**src/rtl/sdbank_switch_multi.sv**
```systemverilog
// N-bank frame-buffer arbiter between camera writer and LCD reader; reader always takes the newest frame.
// Define SDBANK_STATS_EN to build the drop/repeat counters; otherwise both outputs read zero.
module sdbank_switch_multi #(
  parameter int BANK_NUM    = 3,
  parameter int BANK_W      = 2,
  parameter int LOAD_CYCLES = 4
) (
  input  logic              clk,
  input  logic              rst,
  input  logic              bank_valid,
  input  logic              frame_write_done,
  input  logic              frame_read_done,
  output logic [BANK_W-1:0] wr_bank,
  output logic [BANK_W-1:0] rd_bank,
  output logic              wr_load,
  output logic              rd_load,
  output logic              fresh_valid,
  output logic [BANK_W-1:0] latest_bank,
  output logic [15:0]       drop_cnt,
  output logic [15:0]       repeat_cnt
);

  // state    | meaning
  // W_IDLE   | waiting for a camera frame-valid rise
  // W_LOAD   | wr_load pulse in progress
  // W_ACTIVE | writing a frame into wr_bank
  // R_LOAD   | rd_load pulse in progress
  // R_ACTIVE | reading a frame from rd_bank
  localparam logic [1:0] W_IDLE   = 2'd0;
  localparam logic [1:0] W_LOAD   = 2'd1;
  localparam logic [1:0] W_ACTIVE = 2'd2;
  localparam logic [0:0] R_LOAD   = 1'b0;
  localparam logic [0:0] R_ACTIVE = 1'b1;

  logic [1:0]        w_state;
  logic [0:0]        r_state;
  logic [3:0]        w_cnt, r_cnt;
  logic              bv_s1, bv_s2, bv_s3, rise_q;
  logic              wdone, rdone, fresh_mid, block, swap, found;
  logic [BANK_W-1:0] lat_n, rd_n, wr_pick, wr_n, cand;

  function automatic logic [BANK_W-1:0] bank_add(input logic [BANK_W-1:0] b, input int k);
    int s;
    s = int'(b) + k;
    return BANK_W'(s % BANK_NUM);
  endfunction

  always_ff @(posedge clk or posedge rst) begin
    if (rst) begin
      bv_s1  <= 1'b0;
      bv_s2  <= 1'b0;
      bv_s3  <= 1'b0;
      rise_q <= 1'b0;
    end else begin
      bv_s1  <= bank_valid;
      bv_s2  <= bv_s1;
      bv_s3  <= bv_s2;
      rise_q <= bv_s2 & ~bv_s3;
    end
  end

  // Write completion is resolved before the read decision so a simultaneous reader sees it.
  always_comb begin
    wdone     = (w_state == W_ACTIVE) && frame_write_done;
    rdone     = (r_state == R_ACTIVE) && frame_read_done;
    lat_n     = wdone ? wr_bank : latest_bank;
    fresh_mid = wdone | fresh_valid;
    block     = !wdone && (w_state != W_IDLE) && (wr_bank == latest_bank);
    swap      = rdone && fresh_mid && !block;
    rd_n      = swap ? lat_n : rd_bank;
    wr_pick   = wr_bank;
    found     = 1'b0;
    cand      = wr_bank;
    if (wdone) begin
      for (int k = 1; k < BANK_NUM; k++) begin
        cand = bank_add(wr_bank, k);
        if (!found && cand != rd_n && cand != lat_n) begin
          wr_pick = cand;
          found   = 1'b1;
        end
      end
    end
    wr_n = (swap && rd_n == wr_pick) ? rd_bank : wr_pick;
  end

  always_ff @(posedge clk or posedge rst) begin
    if (rst) begin
      w_state <= W_IDLE;
      w_cnt   <= 4'd0;
      wr_load <= 1'b0;
    end else begin
      case (w_state)
        W_IDLE: if (rise_q) begin
          w_state <= W_LOAD;
          wr_load <= 1'b1;
          w_cnt   <= 4'(LOAD_CYCLES - 1);
        end
        W_LOAD: if (w_cnt != 4'd0) begin
          w_cnt <= w_cnt - 4'd1;
        end else begin
          wr_load <= 1'b0;
          w_state <= W_ACTIVE;
        end
        W_ACTIVE: if (frame_write_done) w_state <= W_IDLE;
        default: w_state <= W_IDLE;
      endcase
    end
  end

  always_ff @(posedge clk or posedge rst) begin
    if (rst) begin
      r_state <= R_LOAD;
      r_cnt   <= 4'(LOAD_CYCLES);
      rd_load <= 1'b0;
    end else begin
      case (r_state)
        R_LOAD: if (r_cnt != 4'd0) begin
          rd_load <= 1'b1;
          r_cnt   <= r_cnt - 4'd1;
        end else begin
          rd_load <= 1'b0;
          r_state <= R_ACTIVE;
        end
        default: if (frame_read_done) begin
          r_state <= R_LOAD;
          r_cnt   <= 4'(LOAD_CYCLES);
        end
      endcase
    end
  end

  always_ff @(posedge clk or posedge rst) begin
    if (rst) begin
      wr_bank     <= '0;
      rd_bank     <= BANK_W'(BANK_NUM - 1);
      latest_bank <= '0;
      fresh_valid <= 1'b0;
    end else begin
      wr_bank     <= wr_n;
      rd_bank     <= rd_n;
      latest_bank <= lat_n;
      fresh_valid <= fresh_mid && !swap;
    end
  end

`ifdef SDBANK_STATS_EN
  logic        drop_inc, rep_inc;
  logic [15:0] drop_q, rep_q;

  assign drop_inc = wdone && fresh_valid;
  assign rep_inc  = rdone && !swap;

  always_ff @(posedge clk or posedge rst) begin
    if (rst) begin
      drop_q <= 16'd0;
      rep_q  <= 16'd0;
    end else begin
      if (drop_inc && drop_q != 16'hFFFF) drop_q <= drop_q + 16'd1;
      if (rep_inc && rep_q != 16'hFFFF) rep_q <= rep_q + 16'd1;
    end
  end

  assign drop_cnt   = drop_q;
  assign repeat_cnt = rep_q;
`else
  assign drop_cnt   = 16'd0;
  assign repeat_cnt = 16'd0;
`endif

endmodule
```
**config.mk**
```make
export PLATFORM = sky130hd
export DESIGN_NAME = sdbank_switch_multi
export DESIGN_NICKNAME = d
export VERILOG_FILES = /design/src/rtl/sdbank_switch_multi.sv
export SDC_FILE = /design/constraint.sdc
export NUM_CORES = 1
export LEC_CHECK = 0
export ABC_AREA = 1
export ABC_CLOCK_PERIOD_IN_PS = 2360
export BUFFER_PORTS_ARGS = -buffer_cell sky130_fd_sc_hd__buf_2
export CAP_MARGIN = 20
export CORE_MARGIN = 2
export CORE_UTILIZATION = 52
export DETAILED_ROUTE_END_ITERATION = 7
export PLACE_DENSITY = 0.89
export SLEW_MARGIN = 30
export SYNTH_ARGS = -nofsm -noshare
export SYNTH_HDL_FRONTEND = slang
export SYNTH_SLANG_ARGS = --single-unit
```
**constraint.sdc**
```tcl
create_clock -name clk -period 2.36 [get_ports clk]
set_input_delay 0.59 -clock clk [delete_from_list [all_inputs] [get_ports clk]]
set_output_delay 0.59 -clock clk [all_outputs]
set_load 0.05 [all_outputs]
```
# Word-level counts from Yosys, hierarchy flattened
# Index checks and enable logic that the tools add are counted.
[word_totals] output_inout_bits=41 regBits=24 input_bits=5 word_cells=86
[op_classes] div_mod_pow=2 n_mux=25 n_eq_ne=13 n_bitwise=3 n_reduce_logical=25 addsub=4
[op_table] op="remainder unit 32 x 3 -> 32 bit (second input constant)" n=2
[op_table] op="two-way mux 4 bit" n=5
[op_table] op="two-way mux 2 bit" n=9
[op_table] op="logical AND 1 bit" n=11
[op_table] op="!= test 2 bit (second input constant)" n=5
[op_table] op="AND reduction 3 bit" n=3
[op_table] op="two-way mux 1 bit" n=8
[op_table] op="!= test 2 bit" n=4
[op_table] op="one-hot mux 4 bit (2 select lines)" n=1
[op_table] op="nonzero test 4 bit" n=2
[op_table] op="subtractor 4 x 1 -> 4 bit (second input constant)" n=2
[op_table] op="one-hot mux 2 bit (3 select lines)" n=1
[op_table] op="nonzero test 2 bit" n=3
[op_table] op="equality test 2 bit" n=2
[op_table] op="zero test 1 bit" n=4
[op_table] op="adder 2 x 1 -> 3 bit (second input constant)" n=1
[op_table] op="adder 2 x 2 -> 3 bit (second input constant)" n=1
[op_table] op="equality test 2 x 1 -> 1 bit (second input constant)" n=1
[op_table] op="equality test 2 bit (second input constant)" n=1
[op_table] op="zero test 2 bit" n=1
[op_table] op="one-hot mux 1 bit (2 select lines)" n=1
[op_table] op="AND reduction 2 bit" n=1
[op_table] op="bitwise AND 1 bit" n=1
[op_table] op="NOT 1 bit" n=1
[op_table] op="OR 1 bit" n=1

# Longest topological paths before layout
# Gate-level depths: netlist of run 1.
[logic_depth] ltp_word=20 ltp_mapped=22 ltp_nobuf=22

# Worst setup path before layout of run 1
# Ideal clock, no wire load.
[synth_timing] path_kind="reg-to-reg" from="register wr_bank[0]" to="register wr_bank[0]" n_path_buf=0 setup_slack_ns=-0.117 path_stages_with_launch=15 period_less_slack_ns=2.477 arrival_time_ns=2.358 setup_time_ns=0.119 required_time_ns=2.241 cell_sequence="dfrtp_1 > inv_1 > ha_1 > inv_1 > or2_2 > nand4_1 > nand2_4 > nand2_1 > nand3_1 > nand2_1 > nand3_1 > nand2_2 > nand2_1 > nand2_1 > nand2_1"
[synth_via] elab_chain_len=17 word_cells_on_any_way=26 cone_classes="add/sub (2); div (2); eq/ne (6); mux (8); reduce/logical (8)"
[synth_lines] element="start: declaration" line="13" rtl="output logic [BANK_W-1:0] wr_bank,"
[synth_lines] element="start signal: assignment" line="139" rtl="wr_bank <= wr_n;"
[synth_lines] element="parallel branches: the longest is 16 deep, another holds remainder unit 32 x 3 -> 32 bit"
[synth_lines] element="two-way mux 2 bit *" line="83" rtl="wr_n = (swap && rd_n == wr_pick) ? rd_bank : wr_pick;"
[synth_lines] element="named net wr_n[0]" line="40" rtl="logic [BANK_W-1:0] lat_n, rd_n, wr_pick, wr_n, cand;"
# Mark *: on every way through the listed nets, which the timed path passes. The select of a mux whose other input is x is not followed.
# A chain may end at the register's enable or synchronous reset.

# Final worst setup path of run 1
[layout_timing] from="register wr_bank[1]" to="register wr_bank[0]"
# Same word-level chain as after synthesis.

==> summary.txt, run 1 <==
Run status
  • Status: complete, no violations

Yosys
  • Asr flop ratio synth: 1.00
  • Ys Warns: 0
  • Post-synthesis area per instance: 7.73 um2
  • Synth Flop Type: dfrtp_1
  • #FFs+latches synth: 24
  • Synth Instances: 215
  • Area of the mapped netlist: 1660 um2
  • Sequential element share of the synthesized area: 0.363
  • Synth cell types: 31
  • Post-synth EDFFs: 0

Clock tree
  • Clock sink count: 24
  • CTS tree: yes
  • CTS root buf: clkbuf_4
  • Number of H-tree levels: 1
  • Hold Buf Count CTS: 0
  • Clock Latency Late Sink: 0.32 ns
  • CTS buffer count: 3
  • CTS clk-pin slew, worst paths: 0.13 ns
  • Clk buf depth: 2

Floorplan
  • Full die area: 3660 um2
  • Rows: 20
  • Die X: 60.5 um
  • Core area: 3050 um2
  • I/O pin cnt: 46
  • Initial core utilization: 0.544
  • Die Ht: 60.5 um

GRT
  • Tot GR Track Use: 0.176
  • Antenna violations before repair: 0
  • Met1 Use GR: 0.236
  • M2 GR Usage: 0.293
  • Largest net degree at the start of global routing: 15
  • Vias in the first global route: 1137
  • Gr busiest metal: met2
  • Global route total overflow: 0
  • Met3 Track Usage GR: 0.0405
  • First-pass GRT wire length: 4.84 mm

Worst hold path
  • Hold/Removal Path Class: in -> async

Finish
  • Nets@finish: 263
  • Layout cell share with drive strength beyond 1: 0.306
  • Layout area overhead: 15.8%
  • Antenna cell count: 0
  • Most frequent cells in the layout: nand2_1 (43), conb_1 (32), inv_1 (30), buf_4 (21), dfrtp_1 (19)
  • Most common cell after layout, fill and taps aside: nand2_1
  • Non-Filler Instances: 296

Critical path
  • Kind of end point of the critical path: register
  • Critical Path AT: 2.44 ns
  • Worst Path Buf+Inv: 4
  • CP max FO: 6
  • CP startpoint kind: register
  • Cells along the critical path: buf_4 -> ha_1 -> inv_2 -> nor2_1 -> o21ai_0 -> inv_1 -> a21oi_2 -> nand3_1 -> nand2_1 -> inv_1 -> nand2_2 -> nand3_2 -> nand2_2 -> nand2_1 -> nand2_1 -> nand2_1
  • Crit path largest cell delay: 0.46 ns
  • Slowest-stage cell, CP: dfrtp_2
  • Crit path max-delay family: simple AND/OR/NAND/NOR gates
  • Worst EP required: 2.59 ns
  • WS Path Type: reg -> reg
  • Most frequent CP cell: nand2_1

Detailed routing
  • DR vias/cell: 4.66
  • Via Count: 1379
  • DRT Wirelength: 3.19 mm
  • DRT iter0 DRCs: 75
  • Final ANT Viol Nets: 0
  • Drt first pass iters: 4
  • Residual DRC: 0
  • Routed len/inst: 10.8 um

Timing
  • Setup Skew: 0.00263 ns
  • Post-route clock period utilization: 0.939
  • Setup Viol. Count Final: 0
  • Post-layout min period: 2.22 ns
  • Final hold violation count: 0
  • Fmax: 0.451 GHz
  • Hold slack: 0.169 ns
  • Slew Limit Fails: 0

Placed design
  • Port-buffer cells: 13
  • Dpl cells: 282
  • GP Congestion: 0.864
  • Dpl hpwl: 2.29 mm

Power
  • Pleak: 1.07 nW
  • Max IR drop VDD: 0.000818 V
  • Total Power: 2.99 mW
  • PwrDens: 1550 nW/um2

Run
  • Max cap viols: 0
-- synthesized netlist by cell type, drive strengths merged (2+ instances only) --
cell type,count,area share
dfstp,2,0.032
xor2,2,0.011
o22ai,2,0.0075
buf,33,0.15
nand2,59,0.16
ha,5,0.038
inv,35,0.079
nand3,22,0.075
nor2,8,0.018
a21oi,3,0.018
dfrtp,22,0.33
o21ai,13,0.048
-- per-layer routing --
metal / vias up / part of all wire
met5: - / 0
met4: 0 / 0.0060
met3: 3 / 0.069
met2: 60 / 0.50
met1: 633 / 0.42
li1: 683 / -
-- kinds of logic after synthesis --
kind of cell | after synthesis | share of synthesized area
xor+xnor | 2 | 0.0105
simple gates | 94 | 0.270
fa+ha+maj | 5 | 0.0377
compound gates | 21 | 0.0866
other cells | 1 | 0.00226
flops | 24 | 0.363
buf+inv | 68 | 0.230
-- worst register-to-register path, delay by kind of cell (launching register included) --
family          cells  cell delay, ns
compound gates      2            0.35
simple gates        9            0.65
fa+ha+maj           1            0.29
flops               1            0.46
buf+inv             4            0.38
-- power by group --
group	leakage (nW)	internal, mW	switching, mW
Combinational	0.761	0.645	1.34
Sequential	0.281	0.585	0.125
Clock	0.0279	0.172	0.124
-- state kept, by name (all words and copies together), names as in the netlist --
register and cells:
r_state 1, bv_s1 1, rise_q 1, r_cnt 4, bv_s2 1, wr_load 1
rd_load 1, rd_bank 2, fresh_valid 1, wr_bank 2, bv_s3 1, latest_bank 2
w_state 2, w_cnt 4
-- through the flow --
step                TNS (ns)  utilization  setup slack, ns  area (um2)
floorplan                  0            -           0.0466        1780
global placement      -0.118        0.569          -0.0603        1740
detailed placement    -0.274        0.569           -0.139        1740
CTS                        0        0.586           0.0301        1790
global route          -0.124        0.630          -0.0684        1920
finish                     0        0.630            0.143        1920
-- worst paths after layout --
kind                                          to  cells after the start                  from  slack (ns)
setup / recovery            wr_bank[0]$_DFF_PP0_                     16  wr_bank[1]$_DFF_PP0_        0.14
min in group clk                 bv_s1$_DFF_PP0_                      1            bank_valid        0.37
hold / removal             fresh_valid$_DFF_PP0_                      2                   rst        0.17
max in group asynchronous   rd_bank[1]$_DFF_PP1_                      3                   rst        1.68
hold reg to reg                  bv_s2$_DFF_PP0_                      0       bv_s1$_DFF_PP0_        0.38
setup reg to reg            wr_bank[0]$_DFF_PP0_                     16  wr_bank[1]$_DFF_PP0_        0.14
-- timing repair --
item / CTS / global route
endpoints found under the hold margin: 0 / 0
buffers inserted: 0 / 9
setup endpoints to repair: 0 / 2
resized for setup: 0 / 18
-- area by class of cell --
cell class	count	area, um2
Multi-Input combinational cell	155	852
Tap cell	44	55.1
Inverter	35	135
Sequential cell	24	607
Fill cell	270	1130
Clock inverter	1	30.0
Timing Repair Buffer	34	223
Clock buffer	3	22.5
Note: power is estimated with default switching activity, not from simulation.
==> run 2, diff against run 1 <==
- ABC_CLOCK_PERIOD_IN_PS: 2360 -> 2300
- CORE_UTILIZATION: 52 -> 40
- PLACE_DENSITY: 0.89 -> 0.74
- clock period: 2.36 -> 2.3 ns (I/O delays scaled with it)
==> summary.txt, run 2 (synthesis results as in run 1) <==
Finish
  • Filler cell count: 385 (+43%)
  • Most frequent cells in the layout: nand2_1 (46), conb_1 (32), inv_1 (31), dfrtp_1 (19), nand3_1 (18)
  • Layout cell share with drive strength beyond 1: 0.270 (-0.0354)
  • Nets@finish: 259 (-1.5%)
  • Layout area overhead: 14.3%
  • Regs by FF count: r_cnt: 4 flops, w_cnt: 4 flops
  • Antenna cell count: 0 (unchanged)
  • Utilization after layout: 0.475 (-0.156)
  • Most common cell after layout, fill and taps aside: nand2_1

Power
  • Pleak: 1.05 nW (-1.4%)
  • PwrDens: 1630 nW/um2 (+4.7%)
  • Max IR drop VDD: 0.000594 V (-27%)
  • Total Power: 3.09 mW (+3.4%)

Detailed routing
  • DR vias/cell: 4.52 (-3.0%)
  • DRT iter0 DRCs: 90 (+20%)
  • Final ANT Viol Nets: 0 (unchanged)
  • Residual DRC: 0 (unchanged)
  • DRT Wirelength: 3.25 mm (+1.8%)
  • Drt first pass iters: 4 (unchanged)
  • Via Count: 1347 (-2.3%)
  • Routed len/inst: 10.9 um (+1.1%)

Placed design
  • Dpl hpwl: 2.34 mm (+2.2%)
  • Port-buffer cells: 13 (unchanged)
  • GP Congestion: 0.945 (+9.3%)

Floorplan
  • Core area: 4000 um2 (+31%)
  • Die Ht: 68.5 um (+13%)
  • I/O pin cnt: 46 (unchanged)
  • Full die area: 4690 um2 (+28%)
  • Die X: 68.5 um (+13%)
  • Rows: 23 (+15%)
  • Initial core utilization: 0.415 (-0.129)

Run
  • Max cap viols: 0 (unchanged)

Critical path
  • WS Path Type: reg -> reg
  • Slowest-stage cell, CP: dfrtp_2
  • Worst EP required: 2.49 ns (-0.10 ns)
  • CP startpoint kind: register
  • Cells along the critical path: inv_1 -> o21ai_0 -> nand2_2 -> nand2_4 -> nand2_2 -> nand2_1 -> nand2_1 -> nand2_1 -> nand2_2 -> nand2_4 -> nand3_1 -> nand2_1 -> inv_1 -> nand2_1 -> nand3_1 -> nand2_2 -> nand2_1 -> nand2_1 -> nand2_1
  • Kind of end point of the critical path: register
  • Most frequent CP cell: nand2_1
  • Worst Path Buf+Inv: 2 (-2)
  • Crit path largest cell delay: 0.44 ns (-0.02 ns)
  • Crit path max-delay family: simple AND/OR/NAND/NOR gates
  • CP max FO: 6 (unchanged)
  • Critical Path AT: 2.31 ns (-0.13 ns)

GRT
  • Tot GR Track Use: 0.148 (-0.0273)
  • First-pass GRT wire length: 5.27 mm (+8.8%)
  • Largest net degree at the start of global routing: 25 (+10)
  • Vias in the first global route: 1223 (+7.6%)
  • Antenna violations before repair: 0 (unchanged)
  • Global route total overflow: 0 (unchanged)

Timing
  • Fmax: 0.471 GHz (+4.3%)
  • Hold slack: 0.316 ns (+0.147 ns)
  • Setup TNS: 0 ns (unchanged)
  • Slew Limit Fails: 0 (unchanged)
  • Post-route clock period utilization: 0.924 (-0.0154)
  • Setup Skew: 0.0133 ns (+0.0107 ns)
  • Post-layout min period: 2.13 ns (-0.0918 ns)
  • Setup Viol. Count Final: 0 (unchanged)
  • Final hold violation count: 0 (unchanged)

Clock tree
  • Clk buf depth: 2 (unchanged)
  • CTS root buf: clkbuf_8
  • Number of H-tree levels: 1 (unchanged)
  • CTS clk-pin slew, worst paths: 0.10 ns (-0.03 ns)
  • Clock sink count: 24 (unchanged)
  • Clock Latency Late Sink: 0.28 ns (-0.04 ns)
  • CTS tree: yes
  • CTS buffer count: 3 (unchanged)

Run status
  • Status: complete, no violations

Worst hold path
  • Hold/Removal Path Class: in -> async
## run 2: cell types whose count changed in the layout (fill, tap and decap cells not counted), sizes merged
| cell | change |
|---|---|
| inv | +1 |
| buf | -4 |
| clkinvlp | -1 |
## run 2: final cells by class
cell class,count,area (um2),area share
multi-input combinational,155,830,0.437
clock buffer,3,41.3,0.0217
clock inverter,1,30.0,0.0158
inverter,35,136,0.0718
timing repair buffer,30,193,0.101
sequential,24,607,0.319
tap,50,62.6,0.0329
## run 2: final timing paths
| kind | start | end | slack [ns] | cells past startpoint |
|---|---|---|---|---|
| hold / removal | rst | rise_q$_DFF_PP0_ | 0.32 | 3 |
| max in group asynchronous | rst | rd_bank[1]$_DFF_PP1_ | 1.70 | 3 |
| hold reg to reg | bv_s1$_DFF_PP0_ | bv_s2$_DFF_PP0_ | 0.35 | 0 |
| min in group clk | bv_s1$_DFF_PP0_ | bv_s2$_DFF_PP0_ | 0.35 | 0 |
| setup reg to reg | w_state[1]$_DFFE_PP0P_ | wr_bank[1]$_DFF_PP0_ | 0.17 | 19 |
| setup / recovery | w_state[1]$_DFFE_PP0P_ | wr_bank[1]$_DFF_PP0_ | 0.17 | 19 |
## run 2: metrics by stage
| stage | instance area [um2] | instances | worst slack [ns] |
|---|---|---|---|
| after detailed placement | 1760 | 290 | -0.149 |
| after floorplan | 1780 | 246 | 0.00934 |
| after global placement | 1760 | 290 | -0.112 |
| after CTS | 1830 | 294 | 0.0454 |
| final | 1900 | 298 | 0.175 |
| after global routing | 1900 | 298 | -0.0339 |
## run 2: layer usage
layer,track usage,part of all wire
met5,0,0
met3,0.0296,0.052
met2,0.264,0.51
met4,0.0300,0.0065
met1,0.184,0.43
## run 2: power by group
group,leakage (nW),internal (mW),total [mW],switching [mW]
Clock,0.0357,0.233,0.386,0.153
Combinational,0.738,0.645,1.97,1.32
Sequential,0.281,0.601,0.736,0.135
## run 2: repair_timing
item,4_1_cts,5_1_grt
endpoints found under the setup margin,0,2
setup buffers,0,3
hold buffers,0,0
resized for setup,0,12
## run 2: worst min-delay path, cell delays in order
cell,delay [ns]
buf_2,0.09
inv_1,0.04
buf_4,0.29
